$ cat src/rtl/hit_capture_pkg.sv
// Shared widths, octave limits and debounce default for the play-mode hit front end.
// Also provides the lowest-set-bit key encoder used for notes and lengths.
package hit_capture_pkg;

    localparam int NOTE_KEY_BITS   = 32'sd7;
    localparam int LENGTH_KEY_BITS = 32'sd4;
    localparam int NOTE_BITS       = 32'sd3;
    localparam int LENGTH_BITS     = 32'sd3;
    localparam int OCTAVE_BITS     = 32'sd2;
    localparam int CLOCK_BITS      = 32'sd32;
    localparam int DEBOUNCE_BITS   = 32'sd20;

    localparam logic [DEBOUNCE_BITS-1:0] DEBOUNCE_CYCLES_DEF = 20'd1_000_000;

    localparam logic [OCTAVE_BITS-1:0] OCT_MIN   = 2'd0;
    localparam logic [OCTAVE_BITS-1:0] OCT_MAX   = 2'd2;
    localparam logic [OCTAVE_BITS-1:0] OCT_RESET = 2'd1;

    localparam logic [NOTE_BITS-1:0] REST_NOTE = 3'd0;

    // Debouncer slots: hit, octave up, octave down, then note keys, then length keys.
    localparam int IDX_HIT    = 32'sd0;
    localparam int IDX_UP     = 32'sd1;
    localparam int IDX_DOWN   = 32'sd2;
    localparam int IDX_NOTE   = 32'sd3;
    localparam int IDX_LENGTH = IDX_NOTE + NOTE_KEY_BITS;
    localparam int NUM_INPUTS = IDX_LENGTH + LENGTH_KEY_BITS;

    function automatic logic [NOTE_BITS-1:0] encode_lowest(input logic [NOTE_KEY_BITS-1:0] keys);
        logic [NOTE_BITS-1:0] code;
        code = REST_NOTE;
        for (int i = NOTE_KEY_BITS - 32'sd1; i >= 32'sd0; i--) begin
            if (keys[i]) begin
                code = NOTE_BITS'(i + 32'sd1);
            end
        end
        return code;
    endfunction

endpackage

$ cat src/rtl/debounce_edge.sv
// Single-bit debouncer: accepts a new level after CYCLES stable differing samples
// and emits a one-cycle pulse on each accepted rising edge.
module debounce_edge
    import hit_capture_pkg::*;
#(
    parameter logic [DEBOUNCE_BITS-1:0] CYCLES = DEBOUNCE_CYCLES_DEF
) (
    input  logic clk,
    input  logic rst_n,
    input  logic sig,
    output logic level,
    output logic rise_pulse
);

    logic                     sample_r;
    logic                     level_r;
    logic                     rise_r;
    logic [DEBOUNCE_BITS-1:0] cnt_r;

    // Sample the raw input, count stable differing cycles, accept and flag rising edges.
    always_ff @(posedge clk) begin
        if (!rst_n) begin
            sample_r <= 1'b0;
            level_r  <= 1'b0;
            rise_r   <= 1'b0;
            cnt_r    <= '0;
        end else begin
            sample_r <= sig;
            rise_r   <= 1'b0;
            if (sample_r == level_r) begin
                cnt_r <= '0;
            end else if (cnt_r == CYCLES - 20'd1) begin
                level_r <= sample_r;
                rise_r  <= sample_r;
                cnt_r   <= '0;
            end else begin
                cnt_r <= cnt_r + 20'd1;
            end
        end
    end

    assign level      = level_r;
    assign rise_pulse = rise_r;

endmodule

$ cat src/rtl/hit_capture.sv
// Play-mode front end: debounces player inputs, tracks the octave and emits one
// timestamped hit record per accepted hit press over a valid/ready handshake.
module hit_capture
    import hit_capture_pkg::*;
#(
    parameter logic [DEBOUNCE_BITS-1:0] DEBOUNCE_CYCLES = DEBOUNCE_CYCLES_DEF
) (
    input  logic                       clk,
    input  logic                       rst_n,
    input  logic                       en,
    input  logic                       en_hit,
    input  logic                       oct_up,
    input  logic                       oct_down,
    input  logic [NOTE_KEY_BITS-1:0]   note_key,
    input  logic [LENGTH_KEY_BITS-1:0] length_key,
    input  logic [CLOCK_BITS-1:0]      system_clock,
    input  logic                       hit_ready,
    output logic                       hit_valid,
    output logic [CLOCK_BITS-1:0]      hit_clock,
    output logic [OCTAVE_BITS-1:0]     hit_octave,
    output logic [NOTE_BITS-1:0]       hit_note,
    output logic [LENGTH_BITS-1:0]     hit_length,
    output logic [OCTAVE_BITS-1:0]     octave,
    output logic                       hit_dropped
);

    logic [NUM_INPUTS-1:0]    raw_s;
    logic [IDX_DOWN:IDX_HIT]  rise_s;
    logic [NUM_INPUTS-1:IDX_NOTE] level_s;

    logic [OCTAVE_BITS-1:0]   octave_next_s;
    logic [NOTE_BITS-1:0]     note_code_s;
    logic [LENGTH_BITS-1:0]   length_code_s;

    logic                     hit_valid_r;
    logic [CLOCK_BITS-1:0]    hit_clock_r;
    logic [OCTAVE_BITS-1:0]   hit_octave_r;
    logic [NOTE_BITS-1:0]     hit_note_r;
    logic [LENGTH_BITS-1:0]   hit_length_r;
    logic [OCTAVE_BITS-1:0]   octave_r;
    logic                     hit_dropped_r;

    assign raw_s = {length_key, note_key, oct_down, oct_up, en_hit};

    // Buttons only need their edge pulse; keys only need their held level.
    for (genvar g = 32'sd0; g < NUM_INPUTS; g++) begin : g_deb
        if (g <= IDX_DOWN) begin : g_ctrl
            logic unused_level;
            debounce_edge #(.CYCLES(DEBOUNCE_CYCLES)) u_deb (
                .clk        (clk),
                .rst_n      (rst_n),
                .sig        (raw_s[g]),
                .level      (unused_level),
                .rise_pulse (rise_s[g])
            );
        end else begin : g_key
            logic unused_rise;
            debounce_edge #(.CYCLES(DEBOUNCE_CYCLES)) u_deb (
                .clk        (clk),
                .rst_n      (rst_n),
                .sig        (raw_s[g]),
                .level      (level_s[g]),
                .rise_pulse (unused_rise)
            );
        end
    end

    assign note_code_s   = encode_lowest(level_s[IDX_LENGTH-1:IDX_NOTE]);
    assign length_code_s = LENGTH_BITS'(encode_lowest({3'b000, level_s[NUM_INPUTS-1:IDX_LENGTH]}));

    // Saturating octave step; simultaneous up and down cancel.
    always_comb begin
        octave_next_s = octave_r;
        case ({rise_s[IDX_UP], rise_s[IDX_DOWN]})
            2'b10: begin
                if (octave_r < OCT_MAX) octave_next_s = octave_r + 2'd1;
                else                    octave_next_s = octave_r;
            end
            2'b01: begin
                if (octave_r > OCT_MIN) octave_next_s = octave_r - 2'd1;
                else                    octave_next_s = octave_r;
            end
            default: octave_next_s = octave_r;
        endcase
    end

    // Octave tracking plus the one-deep record register and its handshake.
    always_ff @(posedge clk) begin
        if (!rst_n) begin
            hit_valid_r   <= 1'b0;
            hit_clock_r   <= '0;
            hit_octave_r  <= '0;
            hit_note_r    <= '0;
            hit_length_r  <= '0;
            octave_r      <= OCT_RESET;
            hit_dropped_r <= 1'b0;
        end else if (!en) begin
            hit_valid_r   <= 1'b0;
            hit_dropped_r <= 1'b0;
            octave_r      <= OCT_RESET;
        end else begin
            octave_r <= octave_next_s;
            if (rise_s[IDX_HIT]) begin
                if (!hit_valid_r || hit_ready) begin
                    // Record carries the octave in force before this cycle's step.
                    hit_valid_r  <= 1'b1;
                    hit_clock_r  <= system_clock;
                    hit_octave_r <= octave_r;
                    hit_note_r   <= note_code_s;
                    hit_length_r <= length_code_s;
                end else begin
                    hit_dropped_r <= 1'b1;
                end
            end else if (hit_valid_r && hit_ready) begin
                hit_valid_r <= 1'b0;
            end else begin
                hit_valid_r <= hit_valid_r;
            end
        end
    end

    assign hit_valid   = hit_valid_r;
    assign hit_clock   = hit_clock_r;
    assign hit_octave  = hit_octave_r;
    assign hit_note    = hit_note_r;
    assign hit_length  = hit_length_r;
    assign octave      = octave_r;
    assign hit_dropped = hit_dropped_r;

endmodule

$ cat config.mk
export PLATFORM = sky130hd
export DESIGN_NAME = hit_capture
export DESIGN_NICKNAME = d
export VERILOG_FILES = /design/src/rtl/hit_capture_pkg.sv /design/src/rtl/debounce_edge.sv /design/src/rtl/hit_capture.sv
export SDC_FILE = /design/constraint.sdc
export NUM_CORES = 1
export LEC_CHECK = 0
export ABC_CLOCK_PERIOD_IN_PS = 4520
export CAP_MARGIN = 20
export CORE_UTILIZATION = 39
export CTS_CLUSTER_DIAMETER = 200
export DETAILED_ROUTE_END_ITERATION = 10
export HOLD_SLACK_MARGIN = 0.03
export PLACE_DENSITY = 0.55
export SYNTH_ARGS = -nofsm -noshare
export SYNTH_HDL_FRONTEND = slang
export SYNTH_HIERARCHICAL = 1
export SYNTH_SLANG_ARGS = --single-unit
$ cat constraint.sdc
create_clock -name clk -period 4.52 [get_ports clk]
set_clock_uncertainty 0.2 [all_clocks]
set_input_delay 0.678 -clock clk [delete_from_list [all_inputs] [get_ports clk]]
set_output_delay 0.678 -clock clk [all_outputs]
set_load 0.05 [all_outputs]
# Yosys cells after proc, flatten, opt, wreduce, memory -nomap -nowiden
# Cells that the tools add are included.
op_classes:
  add_sub_neg: 16
  order_cmp: 2
  eq_ne: 33
  mux: 17
  n_bitwise: 19
  reduce_logical: 41
ops:
  columns: ["operator", "count"]
  rows:
  - ["$add 20x1->20 const B", 14]
  - ["$eq 20x20->1 const B", 14]
  - ["$reduce_or 3->1", 17]
  - ["$reduce_and 2->1", 17]
  - ["$mux 3", 11]
  - ["$not 1->1", 19]
  - ["$eq 1x1->1", 14]
  - ["$ne 2x2->1 const B", 3]
  - ["$reduce_and 3->1", 2]
  - ["$mux 2", 2]
  - ["$pmux 2 s2", 1]
  - ["$reduce_bool 2->1", 2]
  - ["$mux 1", 3]
  - ["$add 2x1->2 const B", 1]
  - ["$eq 2x1->1 const B", 1]
  - ["$eq 2x2->1 const B", 1]
  - ["$gt 2x1->1 const B", 1]
  - ["$lt 2x2->1 const B", 1]
  - ["$sub 2x1->2 const B", 1]
  - ["$logic_and 1x1->1", 1]
  - ["$logic_not 1->1", 1]
  - ["$logic_or 1x1->1", 1]
totals:
  ff_bits: 355
  inputBits: 50
  output_inout_bits: 44
  elab_cells: 180

# Depth between registers and ports, before layout
# Gate-level depths: netlist of run 1.
logic_depth:
  ltp_word: 7
  ltp_mapped: 7
  mapped_depth_nobuf: 5

# Cells and area by module
# The synthesis of run 1 kept the hierarchy.
modules_own_cells:
  columns: ["mod", "instances", "cells_per_inst", "area_per_inst_um2"]
  rows:
  - ["debounce_edge (g_deb[0].g_ctrl.u_deb ...)", 13, 122, 1053.5]
  - ["hit_capture", 1, 211, 1876.8]
  - ["debounce_edge (g_deb[9].g_key.u_deb)", 1, 115, 1053.5]

# Least setup slack after synthesis of run 1
# No wires, ideal clock.
synth_path:
  path_type: "reg-to-reg"
  start: "register g_deb[0].g_ctrl.u_deb.cnt_r[15]"
  end: "register g_deb[0].g_ctrl.u_deb.cnt_r[16]"
  setup_time_ns: 0.122
  t_arrival_ns: 1.696
  t_required_ns: 4.198
  setup_slack_ns: 2.502
  stages_incl_launch_ff: 6
  synth_period_minus_slack_ns: 2.018
  cell_sequence: "dfxtp_1 > or3b_2 > or4_1 > o211ai_1 > buf_4 > a21oi_1"
synth_via:
  elab_chain_len: 2
synth_lines:
  columns: ["element", "line", "source"]
  rows:
  - ["from (decl)", "debounce_edge.sv:18", "logic [DEBOUNCE_BITS-1:0] cnt_r;"]
  - ["from (signal assigned)", "debounce_edge.sv:37", "cnt_r <= cnt_r + 20'd1;"]
  - ["parallel branches: the longest is 2 deep, another holds $add 20x1->20", null, null]
# Several ways; the timed one is not identified.
# A chain may end at the register's enable or synchronous reset.

# Worst setup path after layout of run 1
layout_path:
  start: "register g_deb[12].g_key.u_deb.cnt_r[6]"
  end: "register g_deb[12].g_key.u_deb.cnt_r[16]"
layout_via:
  elab_chain_len: 2
layout_lines:
  columns: ["element", "line"]
  rows:
  - ["from (decl)", "debounce_edge.sv:18"]
  - ["from (signal assigned)", "debounce_edge.sv:37"]
  - ["parallel branches: the longest is 2 deep, another holds $add 20x1->20", null]
# Several ways; the timed one is not identified.

==> impl_metrics.json, run 1 <==
{
  "status": "complete, but fails checks",
  "violations": "design-rule violations",
  "drt_iter0_markers": 507,
  "tns_ns": 0,
  "fillers": 3964,
  "grt_pass1_vias": 12900,
  "crit_arrival_ns": 2.98,
  "cts_tree": "yes",
  "tightest_slew_ns": 0.986,
  "clock_path_buffers": 3,
  "core_area_um2": 41000,
  "worstSkewPairLatency_ns": 0.55,
  "die_x_um": 206,
  "portBuffers": 93,
  "start_kind": "flip-flop",
  "drt-vias-per-instance": 5.32,
  "fin_cells": 2524,
  "start_util_pct": 39.6,
  "wl_per_cell_um": 14.1,
  "root_buffer": "clkbuf_16",
  "ff2ff_setup_slack_ns": 1.77,
  "cts-resized-gates": 0,
  "dr_total_vias": 13400,
  "grt_max_degree": 61,
  "avgSynthCellArea_um2": 8.69,
  "drv_cap": 0,
  "r2r-end": "g_deb[12].g_key.u_deb/cnt_r[16]$_SDFF_PP0_",
  "rows": 74,
  "crit_end": "g_deb[12].g_key.u_deb/cnt_r[16]$_SDFF_PP0_",
  "hold_depth": 1,
  "dp.cells": 2451,
  "cts_buffers": 41,
  "finalMaxSlewViolations": 0,
  "hp-class": "reg2reg",
  "layout_min_cycle_time_ns": 2.75,
  "drt_wl_total_um": 35500,
  "drtPass1Iterations": 8,
  "grt_usage_pct": 17.1,
  "fp.dieArea_um2": 42500,
  "syn_area_um2": 16300,
  "io-pin-count": 94,
  "fp.dieH_um": 206,
  "setup_violations": 0,
  "finalCritPeriodShare_pct": 60.9,
  "final_nets": 2026,
  "grt.overflow.total": 0,
  "worst-path-max-fanout": 12,
  "diodes": 0,
  "clkTransAtPathRegs_ns": 0.06,
  "cp-end-kind": "flip-flop",
  "syn_nets": 1934,
  "hold_viol_final": 0,
  "ir_drop_v": 0.000208,
  "cp-startpoint": "g_deb[12].g_key.u_deb/cnt_r[6]$_SDFF_PP0_",
  "rsz0062_at_grt": "no",
  "crit_required_ns": 4.74,
  "dp_hpwl_um": 24300,
  "clkSinkCount": 355,
  "cts_hold_buf": 0,
  "worst-r2r-cell-count": 5,
  "ant_nets": 0,
  "synthCells": 1870,
  "drive_gt1_share_pct": 8.79,
  "powerDensity_nw_per_um2": 347,
  "whs_ns": 0.262,
  "grt_pass1_wl_um": 60900,
  "crit_type": "reg2reg",
  "grt_antenna_before_repair": 0,
  "p_leak_nw": 5.73,
  "drc_errors": 2,
  "r2r-start": "g_deb[12].g_key.u_deb/cnt_r[6]$_SDFF_PP0_",
  "yosysWarnings": 6,
  "area_growth_pct": 16.4,
  "fmax_ghz": 0.363,
  "gp_congestion": 0.803,
  "h-tree-depth": 2,
  "cts_setup_buffers": 0,
  "maxSlewHeadroom_pct": 34.1
}
==> worst min path at each step <==
stage	startpoint	endpoint	slack (ns)
final	g_deb[1].g_ctrl.u_deb/level$_SDFFE_PN0P_	g_deb[1].g_ctrl.u_deb/rise_pulse$_SDFF_PP0_	0.26
after global routing	hit_clock[13]$_SDFFE_PN0P_	hit_clock[13]$_SDFFE_PN0P_	0.29
after CTS	g_deb[1].g_ctrl.u_deb/level$_SDFFE_PN0P_	g_deb[1].g_ctrl.u_deb/rise_pulse$_SDFF_PP0_	0.26
after detailed placement	g_deb[0].g_ctrl.u_deb/sample_r$_SDFF_PN0_	g_deb[0].g_ctrl.u_deb/rise_pulse$_SDFF_PP0_	0.26
after global placement	g_deb[0].g_ctrl.u_deb/level$_SDFFE_PN0P_	g_deb[0].g_ctrl.u_deb/rise_pulse$_SDFF_PP0_	0.24
after floorplan	g_deb[9].g_key.u_deb/cnt_r[0]$_SDFF_PP0_	g_deb[9].g_key.u_deb/cnt_r[0]$_SDFF_PP0_	0.23
==> stage by stage <==
| step | utilization, % | power, mW | instance area, µm² | worst slack [ns] |
|---|---|---|---|---|
| 2_1_floorplan | - | 3.28 | 16300 | 2.50 |
| 3_3_place_gp | 42.9 | 3.35 | 17600 | 1.76 |
| 3_5_place_dp | 42.9 | 3.35 | 17600 | 1.73 |
| 4_1_cts | 46.1 | 6.69 | 18900 | 1.72 |
| 5_1_grt | 46.1 | 6.82 | 18900 | 1.52 |
| 6_report | 46.1 | 6.56 | 18900 | 1.77 |
==> area by class of cell <==
type | count | area, µm² | share of cell area [%]
Tap cell | 532 | 666 | 3.52
Inverter | 57 | 214 | 1.13
Sequential cell | 355 | 7110 | 37.6
Clock buffer | 61 | 1160 | 6.15
Timing Repair Buffer | 110 | 1060 | 5.58
Multi-Input combinational cell | 1397 | 8540 | 45.2
Clock inverter | 12 | 166 | 0.880
==> cells in the final DEF (no fill, tap or decap), types with 14 or more instances in the layout <==
cell             instances
dfxtp_1                355
nor2_1                 250
nand3_1                184
xnor2_1                104
nand2_1                 92
clkdlybuf4s50_1         92
a21oi_1                 82
or3_1                   78
o21ai_0                 69
xor2_1                  68
nor4_1                  57
inv_1                   57
nand4_1                 45
clkbuf_16               43
or4_1                   40
a21boi_1                36
o21ai_1                 33
and3_1                  30
a31o_2                  27
nor3_1                  23
buf_4                   18
and2_1                  16
clkbuf_1                16
o31ai_1                 14
nand4_2                 14
ha_1                    14
==> power breakdown <==
group | internal [mW] | switching [mW]
Sequential | 3.14 | 0.0144
Clock | 2.01 | 1.27
Combinational | 0.0619 | 0.0609
Total | 5.21 | 1.34
==> per-layer routing <==
layer	vias to the layer above	track usage (%)	routed length (µm)
met5	-	0	0
met4	0	5.75	826
met3	57	3.23	1480
met2	166	29.0	16500
met1	6308	21.6	16700
li1	6909	-	-
==> registers in the layout, summed over array words and instances, names as in the netlist <==
signal and cells:
g_deb.g_ctrl.u_deb/cnt_r 60, hit_octave 2, octave 2, hit_dropped 1
hit_clock 32, hit_length 3, g_deb.g_key.u_deb/level 11, g_deb.g_ctrl.u_deb/rise_pulse 3
hit_note 3, g_deb.g_key.u_deb/cnt_r 220, g_deb.g_ctrl.u_deb/level 3, g_deb.g_key.u_deb/sample_r 11
hit_valid 1, g_deb.g_ctrl.u_deb/sample_r 3
==> worst max-delay path, cell delays in order, from the launching register on <==
cell and delay, ns:
dfxtp_1 0.33, or3b_2 0.46, or4_1 0.54, o211ai_1 0.73, buf_4 0.30, a21oi_1 0.06
(Power assumes the default switching activity.)
==> inputs of run 2 (changes only) <==
--- a/config.mk
+++ b/config.mk
@@ -5,13 +5,13 @@
 export SDC_FILE = /design/constraint.sdc
 export NUM_CORES = 1
 export LEC_CHECK = 0
-export ABC_CLOCK_PERIOD_IN_PS = 4520
+export ABC_CLOCK_PERIOD_IN_PS = 2450
 export CAP_MARGIN = 20
 export CORE_UTILIZATION = 39
 export CTS_CLUSTER_DIAMETER = 200
 export DETAILED_ROUTE_END_ITERATION = 10
 export HOLD_SLACK_MARGIN = 0.03
-export PLACE_DENSITY = 0.55
+export PLACE_DENSITY = 0.57
 export SYNTH_ARGS = -nofsm -noshare
 export SYNTH_HDL_FRONTEND = slang
 export SYNTH_HIERARCHICAL = 1
==> constraint.sdc (replaced) <==
create_clock -name clk -period 2.45 [get_ports clk]
set_clock_uncertainty 0.2 [all_clocks]
set_input_delay 0.3675 -clock clk [delete_from_list [all_inputs] [get_ports clk]]
set_output_delay 0.3675 -clock clk [all_outputs]
set_load 0.05 [all_outputs]
==> run 2 against run 1 <==
Compared with the run above: the run still ends with design-rule violations left; combinational power increased by 95%; via count is 0.71% higher; global-route usage increased by 0.25 points; critical endpoint is now octave[0]; first-iteration DRC count up 13%; worst hold slack got worse by 0.13 ns; non-clock buffer count increased by 19; largest power group unchanged; setup slack worse by 1.7 ns; critical path depth decreased by 4; sequential power up 84%; clock power increased by 88%; utilization increased by 0.42 points; critical path type is now reg2out.
==> impl_metrics.json, run 2 (synthesized netlist as in run 1, its figures left out) <==
{
  "finalMaxSlewViolations": 0,
  "largest_register": "g_deb.g_key.u_deb/cnt_r",
  "io-pin-count": 94,
  "gr-max-usage-layer": "met2",
  "final_nets": 2044,
  "crit_family": "buffers and inverters",
  "drc_errors": 4,
  "portBuffers": 93,
  "largest_register_ffs": 220,
  "tightest_slew_ns": 0.599,
  "cts_hold_buf": 0,
  "fillers": 3976,
  "cts_setup_buffers": 0,
  "diodes": 0,
  "crit_required_ns": 1.88,
  "place_area_um2": 17700,
  "crit_type": "reg2out",
  "cp-end-kind": "output port",
  "cts_tree": "yes",
  "drt-vias-per-instance": 5.33,
  "drt_wl_total_um": 36100,
  "start_kind": "flip-flop",
  "cp_cell_sequence": "clkdlybuf4s50_1",
  "grt_usage_pct": 17.3,
  "die_x_um": 206,
  "wl_per_cell_um": 14.2,
  "worstSkewPairLatency_ns": 0.55,
  "layout_min_cycle_time_ns": 2.39,
  "use_met3_pct": 3.42,
  "dr_total_vias": 13500,
  "setup_violations": 0,
  "rows": 74,
  "dp_hpwl_um": 24900,
  "grt.overflow.total": 0,
  "use_met1_pct": 22.5,
  "fp.dieArea_um2": 42500,
  "whs_ns": 0.134,
  "drt_iter0_markers": 575,
  "clock_path_buffers": 3,
  "drive_gt1_share_pct": 10.1,
  "ir_drop_v": 0.000444,
  "finalCritPeriodShare_pct": 97.5,
  "drv_cap": 0,
  "hp-class": "in2reg",
  "gp_congestion": 0.782,
  "pre_cts_ws_ns": 0.241,
  "drtPass1Iterations": 8,
  "fin_ws_ns": 0.0612,
  "maxSlewHeadroom_pct": 59.9,
  "powerDensity_nw_per_um2": 641,
  "start_util_pct": 39.6,
  "cts-resized-gates": 1,
  "crit_arrival_ns": 1.82,
  "cts_buffers": 40,
  "core_area_um2": 41000,
  "status": "complete, but fails checks",
  "p_total_mw": 12.2,
  "cpPeakStageDelay_ns": 0.84,
  "area_growth_pct": 17.4,
  "ant_nets": 0,
  "tns_ns": 0,
  "root_buffer": "clkbuf_16",
  "fp.dieH_um": 206,
  "h-tree-depth": 2,
  "final_common_cell": "dfxtp_1",
  "worst-path-max-fanout": 5,
  "path_buf_inv": 1,
  "layout_common_cells": "dfxtp_1 (355), nor2_1 (250), nand3_1 (184)",
  "grt_pass1_wl_um": 61700,
  "layout.cell_area.non_filler_um2": 19100,
  "fmax_ghz": 0.419,
  "grt_max_degree": 44,
  "clkTransAtPathRegs_ns": 0.06,
  "p_leak_nw": 5.85,
  "met2_usage_pct": 29.0,
  "hold_viol_final": 0,
  "slowest_stage": "clkdlybuf4s50_1",
  "grt_pass1_vias": 12900,
  "violations": "design-rule violations",
  "clkSinkCount": 355,
  "rsz0062_at_grt": "no",
  "grt_antenna_before_repair": 0
}
[run 2: cell count changes in the layout (fill, tap and decap cells not counted), moves of 2 or more]
| cell | before | now |
|---|---|---|
| buf_4 | 18 | 36 |
| bufinv_16 | 4 | 6 |
| clkbuf_1 | 16 | 4 |
| clkbuf_16 | 43 | 41 |
| clkinv_2 | 6 | 8 |
| clkinv_4 | 0 | 2 |
| inv_6 | 1 | 3 |
[run 2: area by class of cell]
| type | count | area [µm²] | area share, % |
|---|---|---|---|
| clock buffers | 47 | 1070 | 5.60 |
| clock inverters | 21 | 279 | 1.46 |
| inverters | 57 | 214 | 1.12 |
| multi-input cells | 1397 | 8550 | 44.8 |
| flip-flops and latches | 355 | 7110 | 37.2 |
| well taps | 532 | 666 | 3.49 |
| repair buffers | 129 | 1210 | 6.34 |
[run 2: worst reg2reg max path, cell delays in order, from the launching register on]
cell	delay, ns
dfxtp_1	0.36
or4_1	0.57
or4_1	0.45
o211ai_1	0.26
buf_4	0.27
nor2_1	0.07
[run 2: final timing paths]
kind              cells past startpoint                                       end  slack, ns                                 startpoint
setup / recovery                      1                                 octave[0]       0.06                     octave[0]$_SDFFE_PN1P_
hold / removal                        2                  hit_note[0]$_SDFFE_PN0P_       0.13                                      rst_n
hold reg to reg                       1  g_deb[9].g_key.u_deb/cnt_r[0]$_SDFF_PP0_       0.26   g_deb[9].g_key.u_deb/cnt_r[0]$_SDFF_PP0_
setup reg to reg                      5  g_deb[6].g_key.u_deb/cnt_r[2]$_SDFF_PP0_       0.15  g_deb[6].g_key.u_deb/cnt_r[10]$_SDFF_PP0_
[run 2: where the power goes]
group / internal [mW] / switching [mW] / leakage, nW
clock: 3.76 / 2.42 / 0.663
sequential: 5.80 / 0.0269 / 2.86
combinational: 0.126 / 0.114 / 2.32
total: 9.68 / 2.56 / 5.85
[run 2: layer usage]
layer  wire length [µm]  vias to the layer above
li1                   -                     6954
met1              17300                     6385
met2              16800                      151
met3               1320                       46
met4                692                        0
met5                  0                        -
[run 2: metrics by stage]
stage                     cells  utilization [%]
after floorplan            1870                -
after global placement     2470             43.3
after detailed placement   2470             43.3
after CTS                  2538             46.5
after global routing       2538             46.5
final                      2538             46.5
==> inputs of run 3 (changes only) <==
==> constraint.sdc (replaced) <==
create_clock -name clk -period 2.45 [get_ports clk]
set_clock_uncertainty 0.2 [all_clocks]
set_input_delay 0.245 -clock clk [delete_from_list [all_inputs] [get_ports clk]]
set_output_delay 0.245 -clock clk [all_outputs]
set_load 0.05 [all_outputs]
==> run 3 against run 2 <==
Compared with the run above: the flow still finishes with violations (design-rule violations); die area is the same; sequential power is essentially flat; clock power grew 6.3%; non-clock buffer count grew 13; worst hold slack lost 0.074 ns; via count grew 1.3%; register-to-register slack gained 0.05 ns; setup slack gained 0.10 ns; combinational power grew 6%; wire length grew 1.1%; utilization grew 0.60 points.
==> impl_metrics.json, run 3 (synthesized netlist as in run 1, its figures left out) <==
{
  "status": "complete, but fails checks",
  "violations": "design-rule violations",
  "cts_buffers": 41,
  "die_x_um": 206,
  "tightest_slew_ns": 0.618,
  "layout_min_cycle_time_ns": 2.29,
  "layout_common_cells": "dfxtp_1 (355), nor2_1 (250), nand3_1 (184)",
  "clkSinkCount": 355,
  "gp_congestion": 0.813,
  "finalMaxSlewViolations": 0,
  "hp-class": "in2reg",
  "io-pin-count": 94,
  "path_buf_inv": 1,
  "dp_hpwl_um": 25100,
  "fp.dieArea_um2": 42500,
  "slowest_stage": "clkdlybuf4s50_1",
  "start_kind": "flip-flop",
  "whs_ns": 0.0594,
  "area_growth_pct": 18.9,
  "h-tree-depth": 2,
  "drc_errors": 4,
  "ant_nets": 0,
  "core_area_um2": 41000,
  "crit_required_ns": 2.01,
  "wl_per_cell_um": 14.3,
  "root_buffer": "clkbuf_16",
  "grt_max_degree": 27,
  "grt_pass1_vias": 13100,
  "crit_arrival_ns": 1.84,
  "dr_total_vias": 13700,
  "rows": 74,
  "powerDensity_nw_per_um2": 654,
  "p_leak_nw": 5.95,
  "portBuffers": 93,
  "drt-vias-per-instance": 5.37,
  "cts-resized-gates": 0,
  "final_nets": 2058,
  "drt_iter0_markers": 597,
  "start_util_pct": 39.6,
  "crit_type": "reg2out",
  "cp_cell_sequence": "clkdlybuf4s50_1",
  "finalCritPeriodShare_pct": 93.4,
  "grt_antenna_before_repair": 0,
  "drive_gt1_share_pct": 10.2,
  "worstSkewPairLatency_ns": 0.56,
  "rsz0062_at_grt": "no",
  "final_common_cell": "dfxtp_1",
  "maxSlewHeadroom_pct": 58.7,
  "tns_ns": 0,
  "cts_tree": "yes",
  "largest_register": "g_deb.g_key.u_deb/cnt_r",
  "drt_wl_total_um": 36500,
  "grt_usage_pct": 17.5,
  "utilization_pct": 47.1,
  "diodes": 0,
  "drv_cap": 0,
  "fmax_ghz": 0.437,
  "grt.overflow.total": 0,
  "hold_viol_final": 0,
  "crit_family": "buffers and inverters",
  "largest_register_ffs": 220,
  "grt_pass1_wl_um": 62200,
  "worst-path-max-fanout": 6,
  "clock_path_buffers": 3,
  "ir_drop_v": 0.000477,
  "cpPeakStageDelay_ns": 0.87,
  "fp.dieH_um": 206,
  "fillers": 3947,
  "cts_setup_buffers": 0,
  "setup_violations": 0,
  "cp-end-kind": "output port",
  "drtPass1Iterations": 8,
  "clkTransAtPathRegs_ns": 0.06
}
[run 3: final timing paths]
kind         slack, ns  cells after the start                                 startpoint                                     endpoint
max reg2reg       0.20                      5  g_deb[4].g_key.u_deb/cnt_r[15]$_SDFF_PP0_     g_deb[4].g_key.u_deb/cnt_r[3]$_SDFF_PP0_
min reg2reg       0.27                      2  g_deb[1].g_ctrl.u_deb/sample_r$_SDFF_PN0_  g_deb[1].g_ctrl.u_deb/rise_pulse$_SDFF_PP0_
max               0.16                      1                     octave[1]$_SDFFE_PN0P_                                    octave[1]
min               0.06                      3                            system_clock[9]                    hit_clock[9]$_SDFFE_PN0P_
[run 3: what timing repair did]
item | CTS | global route
hold buffers | 12 | 0
setup endpoints to repair | 0 | 0
endpoints found under the hold margin | 25 | 0
[run 3: metrics by stage]
stage               setup WS (ns)  power (mW)  std cells  instance area [µm²]
detailed placement          0.227        6.20       2471                17800
global placement            0.284        6.19       2471                17800
CTS                         0.119        12.9       2556                19300
floorplan                   0.432        6.06       1870                16300
global route               0.0722        13.1       2556                19300
finish                      0.162        12.7       2556                19300
[run 3: power by group]
group / switching, mW / leakage [nW] / internal [mW] / total, mW
Combinational: 0.116 / 2.37 / 0.139 / 0.255
Sequential: 0.0271 / 2.86 / 5.80 / 5.83
Clock: 2.44 / 0.721 / 4.13 / 6.57
[run 3: area by class of cell]
type,instances,area [µm²],area share (%)
clock buffer,58,1230,6.37
clock inverter,15,234,1.21
inverter,57,214,1.11
multi-input combinational,1397,8550,44.2
sequential,355,7110,36.7
tap,532,666,3.44
timing repair buffer,142,1340,6.92
[run 3: per-layer routing]
| layer | part of all wire, % | global-route usage [%] | wire, µm |
|---|---|---|---|
| met1 | 48 | 22.6 | 17500 |
| met5 | 0 | 0 | 0 |
| met3 | 4.0 | 3.77 | 1460 |
| met2 | 47 | 29.3 | 17000 |
| met4 | 1.6 | 4.36 | 580 |
